--- config.mk ---
export PLATFORM = sky130hd
export DESIGN_NAME = spiker_reader
export DESIGN_NICKNAME = d
export VERILOG_FILES = /design/src/rtl/spiker_adapter_reg_pkg.sv /design/src/rtl/spiker_reader_pkg.sv /design/src/rtl/spiker_reader.sv
export SDC_FILE = /design/constraint.sdc
export NUM_CORES = 2
export LEC_CHECK = 0
export ABC_AREA = 1
export BUFFER_PORTS_ARGS = -buffer_cell sky130_fd_sc_hd__buf_2
export CAP_MARGIN = 20
export CORE_AREA = 5 5 622 624
export CTS_CLUSTER_SIZE = 24
export DETAILED_ROUTE_END_ITERATION = 12
export DIE_AREA = 0 0 627 629
export SYNTH_ARGS = -nofsm -noshare
export SYNTH_HDL_FRONTEND = slang
export SYNTH_SLANG_ARGS = --single-unit
--- constraint.sdc ---
create_clock -name clk_i -period 3.4 [get_ports clk_i]
set_clock_uncertainty 0.05 [all_clocks]
set_input_delay 0.51 -clock clk_i [delete_from_list [all_inputs] [get_ports clk_i]]
set_output_delay 0.51 -clock clk_i [all_outputs]
set_load 0.05 [all_outputs]
--- src/rtl/spiker_adapter_reg_pkg.sv ---
// Register-file view of the spiker adapter as seen by hardware:
// the start control bit and the spike input words.
package spiker_adapter_reg_pkg;

  localparam int unsigned SPIKES_N_REG = 25;
  localparam int unsigned SPIKES_WIDTH = 32;

  typedef struct packed {
    logic q;
    logic qe;
  } spiker_adapter_reg2hw_ctrl_start_t;

  typedef struct packed {
    spiker_adapter_reg2hw_ctrl_start_t start;
  } spiker_adapter_reg2hw_ctrl_reg_t;

  typedef struct packed {
    logic [SPIKES_WIDTH-1:0] q;
  } spiker_adapter_reg2hw_spikes_in_mreg_t;

  typedef struct packed {
    spiker_adapter_reg2hw_ctrl_reg_t                          ctrl;
    spiker_adapter_reg2hw_spikes_in_mreg_t [SPIKES_N_REG-1:0] spikes_in;
  } spiker_adapter_reg2hw_t;

endpackage

--- src/rtl/spiker_reader_pkg.sv ---
// Shared types and default geometry for the spiker input reader.
package spiker_reader_pkg;

  import spiker_adapter_reg_pkg::*;

  localparam int unsigned DEF_WIDTH      = 32;
  localparam int unsigned DEF_N_SPIKES   = 784;
  localparam int unsigned DEF_N_REG      = 25;
  localparam int unsigned DEF_DATA_WIDTH = 800;

  typedef enum logic [2:0] {
    ST_IDLE = 3'd0,
    ST_LOAD = 3'd1,
    ST_ARM  = 3'd2,
    ST_FIRE = 3'd3,
    ST_RUN  = 3'd4
  } reader_state_e;

  function automatic bit size_ok(input int unsigned n_reg, input int unsigned width,
                                 input int unsigned data_width);
    return (n_reg * width) == data_width;
  endfunction

  // Defaults must tile the core bus exactly and agree with the register map.
  localparam bit DEF_SIZE_OK = size_ok(DEF_N_REG, DEF_WIDTH, DEF_DATA_WIDTH)
                               && (DEF_N_REG == SPIKES_N_REG)
                               && (DEF_WIDTH == SPIKES_WIDTH);

endpackage

--- src/rtl/spiker_reader.sv ---
// Copies the software spike registers into a wide buffer, hands it to the
// spiker core with a one-cycle start, and tracks the run until done.
module spiker_reader
  import spiker_adapter_reg_pkg::*;
  import spiker_reader_pkg::*;
#(
  parameter int unsigned WIDTH      = DEF_WIDTH,
  parameter int unsigned N_SPIKES   = DEF_N_SPIKES,
  parameter int unsigned N_REG      = DEF_N_REG,
  parameter int unsigned DATA_WIDTH = DEF_DATA_WIDTH
) (
  input  logic                   clk_i,
  input  logic                   rst_i,
  input  logic                   test_mode_i,
  input  spiker_adapter_reg2hw_t reg_file_to_ip,
  output logic [DATA_WIDTH-1:0]  data_in_o,
  output logic                   data_valid_o,
  input  logic                   spiker_ready_i,
  input  logic                   writer_ready_i,
  output logic                   start_o,
  input  logic                   done_i,
  output logic                   busy_o,
  output logic                   done_o,
  output logic                   overrun_o
);

  localparam int unsigned CNT_W = $clog2(N_REG);
  localparam logic [CNT_W-1:0] CNT_LAST = CNT_W'(N_REG - 1);
  localparam logic [DATA_WIDTH-1:0] VALID_MASK =
    {{(DATA_WIDTH - N_SPIKES){1'b0}}, {N_SPIKES{1'b1}}};

  if (!size_ok(N_REG, WIDTH, DATA_WIDTH) || !DEF_SIZE_OK) begin : g_size_check
    $error("spiker_reader: N_REG*WIDTH must equal DATA_WIDTH");
  end

  reader_state_e         state_r, state_s;
  logic [CNT_W-1:0]      cnt_r;
  logic [DATA_WIDTH-1:0] data_buf_r, buf_s;
  logic                  start_req_s;
  logic                  data_valid_r, start_r, busy_r, done_r, overrun_r;
  logic                  unused_s;

  assign unused_s = test_mode_i;

  // Next-state decode and the buffer image with the current word merged in.
  always_comb begin
    state_s     = state_r;
    start_req_s = reg_file_to_ip.ctrl.start.qe & reg_file_to_ip.ctrl.start.q;
    buf_s       = data_buf_r;
    buf_s[cnt_r*WIDTH +: WIDTH] = reg_file_to_ip.spikes_in[cnt_r].q;
    buf_s       = buf_s & VALID_MASK;
    case (state_r)
      ST_IDLE: if (start_req_s) state_s = ST_LOAD; else state_s = ST_IDLE;
      ST_LOAD: if (cnt_r == CNT_LAST) state_s = ST_ARM; else state_s = ST_LOAD;
      ST_ARM:  if (spiker_ready_i & writer_ready_i) state_s = ST_FIRE; else state_s = ST_ARM;
      ST_FIRE: state_s = ST_RUN;
      ST_RUN:  if (done_i) state_s = ST_IDLE; else state_s = ST_RUN;
      default: state_s = ST_IDLE;
    endcase
  end

  // State, load counter, buffer and registered status outputs.
  always_ff @(posedge clk_i) begin
    if (rst_i) begin
      state_r      <= ST_IDLE;
      cnt_r        <= '0;
      data_buf_r   <= '0;
      data_valid_r <= 1'b0;
      start_r      <= 1'b0;
      busy_r       <= 1'b0;
      done_r       <= 1'b0;
      overrun_r    <= 1'b0;
    end else begin
      state_r <= state_s;
      if (state_r == ST_IDLE) begin
        cnt_r <= '0;
      end else if (state_r == ST_LOAD) begin
        cnt_r      <= cnt_r + CNT_W'(1);
        data_buf_r <= buf_s;
      end
      // Outputs follow the state being entered so they line up with it.
      data_valid_r <= (state_s == ST_ARM) || (state_s == ST_FIRE) || (state_s == ST_RUN);
      start_r      <= (state_s == ST_FIRE);
      busy_r       <= (state_s != ST_IDLE);
      done_r       <= (state_r == ST_RUN) && done_i;
      if (start_req_s) begin
        overrun_r <= (state_r != ST_IDLE);
      end
    end
  end

  assign data_in_o    = data_buf_r;
  assign data_valid_o = data_valid_r;
  assign start_o      = start_r;
  assign busy_o       = busy_r;
  assign done_o       = done_r;
  assign overrun_o    = overrun_r;

endmodule

==> flow_metrics.env <==
export IMPL_run_status="completed"
export IMPL_regToRegSetupSlack_ns=0.09
export IMPL_r2r_start="cnt_r[0]$_SDFFE_PP0P_"
export IMPL_final_setup_tns_ns=0
export IMPL_synth_mux_area_fraction=0
export IMPL_dpl_instance_area_um2=56500
export IMPL_synth_top_family_by_area="simple AND/OR/NAND/NOR gates"
export IMPL_min_path_cells=3
export IMPL_critPathTopFamily="simple AND/OR/NAND/NOR gates"
export IMPL_seqCellArea_um2=16000
export IMPL_synthAdderAreaFrac=0.000986
export IMPL_slew_viol_final=0
export IMPL_ir_drop_v=0.000379
export IMPL_cp_data_arrival_time_ns=4.01
export IMPL_end_kind="flip-flop"
export IMPL_syn_area_um2=38100
export IMPL_yosys_warnings=0
export IMPL_synth_compound_area_share=0.180
export IMPL_clk_latency_ns=0.83
export IMPL_power_density_nw_per_um2=379
export IMPL_maxCapViolCount=0
export IMPL_via_count=48700
export IMPL_vias_per_cell=3.81
export IMPL_async_flop_share=0
export IMPL_yosys_area_top_type="dfxtp_1"
export IMPL_syn2layout_area_growth_pct=58.5
export IMPL_drt_first_pass_iters=6
export IMPL_cts_buffers_inserted=100
export IMPL_ioPinCount=1613
export IMPL_dr_first_iter_drc_count=5003
export IMPL_cts_sinks=797
export IMPL_antenna_left=0
export IMPL_cpPeakStageDelay_ns=0.42
export IMPL_avgSynthCellArea_um2=6.47
export IMPL_drt_total_wl_um=367000
export IMPL_grt_pass1_vias=43800
export IMPL_hold_path_class="in -> reg"
export IMPL_crit_buf_inv=6
export IMPL_grt_overflow_total=0
export IMPL_min_from="writer_ready_i"
export IMPL_io_buffers=1595
export IMPL_setup_viol=0
export IMPL_initial_utilization=0.100
export IMPL_worstHoldEndpoint="start_o$_SDFF_PP0_"
export IMPL_drive_above_1_share=0.307
export IMPL_cts_tree="done"
export IMPL_die_x_um=627
export IMPL_rows=227
export IMPL_synth_edf_count=0
export IMPL_grt_antenna_before_repair=179
export IMPL_leakagePower_nw=29.2
export IMPL_gp_congestion=0.928
export IMPL_crit_required_ns=4.10
export IMPL_die_area_um2=394000
export IMPL_grt_pass1_wl_um=456000
export IMPL_yosys_area_share_simple=0.304
export IMPL_design_area_um2=60300
export IMPL_routedWlPerCell_um=28.7
export IMPL_synth_xor_area_frac=0.000427
export IMPL_critPathMostFrequentCell="nand2_1"
export IMPL_cts_buffer_depth=4
export IMPL_syn_inst=5882
export IMPL_h_tree_depth=3
export IMPL_synth_top_cell_area_share=0.419
export IMPL_synthTopCellsByArea="dfxtp_1, nand2_1, o21ai_0"
export IMPL_crit_type="reg -> reg"
export IMPL_crit_chain="buf_12 -> buf_12 -> buf_12 -> buf_4 -> nand2_1 -> nand2_1 -> nand2_1 -> nand3_1 -> nand3_1 -> buf_4 -> nand2_1 -> nand3_1 -> nor2_2 -> buf_4 -> nand2_1 -> a21oi_1"
export IMPL_yosys_most_used_dff="dfxtp_1"
export IMPL_drc_errors=0
export IMPL_worstMarginPinSlew_ns=1.02
export IMPL_synth_cell_types=29
export IMPL_grtUsageTotal=0.176
export IMPL_max_freq_ghz=0.302
export IMPL_worstSetupStartpointType="flip-flop"
export IMPL_cts_root_buf="clkbuf_16"
export IMPL_fillCellCount=43800
export IMPL_rsz0062_at_grt="true"
export IMPL_relSlewSlack=0.317
export IMPL_post_route_period_util=0.974
export IMPL_fp_dieH_um=629
export IMPL_dp_hpwl_um=309000
export IMPL_final_hold_viol_count=0
export IMPL_synth_seq_cells=797
export IMPL_seq_area_frac_synth=0.419
export IMPL_multi_input_area_um2=18900
export IMPL_hold_worst_slack_ns=0.113
export IMPL_nets=8406
export IMPL_reg2reg_to="data_in_o[248]$_SDFFE_PP0P_"
export IMPL_worstPathMaxFanout=16
export IMPL_core_area_um2=381000
export IMPL_path_clk_slew_ns=0.07
export IMPL_reg2reg_depth=16
export IMPL_cpMaxStageDelayCell="dfxtp_4"
export IMPL_grt_max_degree=113
export IMPL_period_needed_ns=3.31
-- flip-flops by register name, indices dropped and copies added, names as in the netlist --
| register | flops |
|---|---|
| data_in_o | 784 |
| cnt_r | 5 |
| state_r | 3 |
| busy_o | 1 |
| data_valid_o | 1 |
| done_o | 1 |
| overrun_o | 1 |
| start_o | 1 |
-- Yosys cell counts, drive strengths merged, types with 2 or more instances --
cell / n
nand2: 1500
dfxtp: 797
o21ai: 739
nor2: 641
a21oi: 632
nand3: 571
inv: 437
clkbuf: 296
buf: 183
nand4: 65
nor3: 13
ha: 3
or2: 2
-- layout by cell type (no fill, tap or decap), types with 65 or more instances in the layout --
cell       count
dfxtp_1      793
o21ai_0      653
buf_2       1595
nor2_1       579
clkbuf_16    101
nand3_1      566
nand2_1     1483
buf_4        282
buf_12       185
o21ai_1       86
a21oi_1      629
diode_2       71
inv_1        417
nand4_1       65
-- worst max path at each step --
stage / startpoint / end / slack, ns / cells after the start
floorplan: cnt_r[0]$_SDFFE_PP0P_ / data_in_o[642]$_SDFFE_PP0P_ / 0.24 / 16
global placement: cnt_r[0]$_SDFFE_PP0P_ / data_in_o[99]$_SDFFE_PP0P_ / -0.43 / 13
detailed placement: cnt_r[0]$_SDFFE_PP0P_ / data_in_o[239]$_SDFFE_PP0P_ / -0.38 / 15
CTS: cnt_r[0]$_SDFFE_PP0P_ / data_in_o[305]$_SDFFE_PP0P_ / 0.006 / 13
global route: cnt_r[0]$_SDFFE_PP0P_ / data_in_o[85]$_SDFFE_PP0P_ / -0.02 / 15
finish: cnt_r[0]$_SDFFE_PP0P_ / data_in_o[248]$_SDFFE_PP0P_ / 0.09 / 16
-- worst register-to-register path: stages, from the launching register on --
cell	delay, ns
dfxtp_4	0.42
buf_12	0.16
buf_12	0.16
buf_12	0.17
buf_4	0.23
nand2_1	0.07
nand2_1	0.07
nand2_1	0.04
nand3_1	0.15
nand3_1	0.10
buf_4	0.18
nand2_1	0.31
nand3_1	0.15
nor2_2	0.29
buf_4	0.29
nand2_1	0.20
a21oi_1	0.18
-- report_power, final --
group	switching [mW]	internal (mW)	leakage [nW]
sequential	0.0131	9.36	6.42
combinational	1.43	0.786	21.1
clock	4.83	6.45	1.65
total	6.28	16.6	29.2
-- cells by family (layout without fill, tap and decap cells) --
kind of cell,count (synthesis),in the layout
simple gates,2793,2793
compound gates,1371,1371
buf+inv,916,2688
flops,797,797
fa+ha+maj,3,3
other cells,1,87
xor+xnor,1,1
-- through the flow --
| stage | cells | worst slack [ns] | utilization | total power, mW |
|---|---|---|---|---|
| detailed placement | 12500 | -0.385 | 0.148 | 11.8 |
| CTS | 12700 | 0.00554 | 0.158 | 23.3 |
| global route | 12700 | -0.0213 | 0.158 | 23.7 |
| global placement | 12500 | -0.430 | 0.148 | 11.8 |
| floorplan | 5897 | 0.243 | - | 10.4 |
| finish | 12800 | 0.0871 | 0.158 | 22.9 |
-- cell type report --
type,count,area share
Timing Repair Buffer,2075,0.232
Clock buffer,130,0.0462
Inverter,437,0.0278
Antenna cell,71,0.00294
Tap cell,5038,0.104
Sequential cell,797,0.265
Multi-Input combinational cell,4184,0.313
Clock inverter,46,0.00952
-- per-layer routing --
layer | vias up | wire length, um | GRT usage
li1 | 22600 | - | -
met1 | 23000 | 155000 | 0.226
met2 | 2540 | 159000 | 0.271
met3 | 531 | 35300 | 0.0571
met4 | 94 | 16500 | 0.0678
met5 | - | 605 | 0
-- what timing repair did --
action,4_1_cts,5_1_grt
gates resized for setup,26,26
pin swaps,4,6
cloned,0,1
endpoints found under the setup margin,416,315
endpoints found under the hold margin,5,0
buffers inserted,5,6
hold buffers,5,0
(Power assumes the default switching activity.)
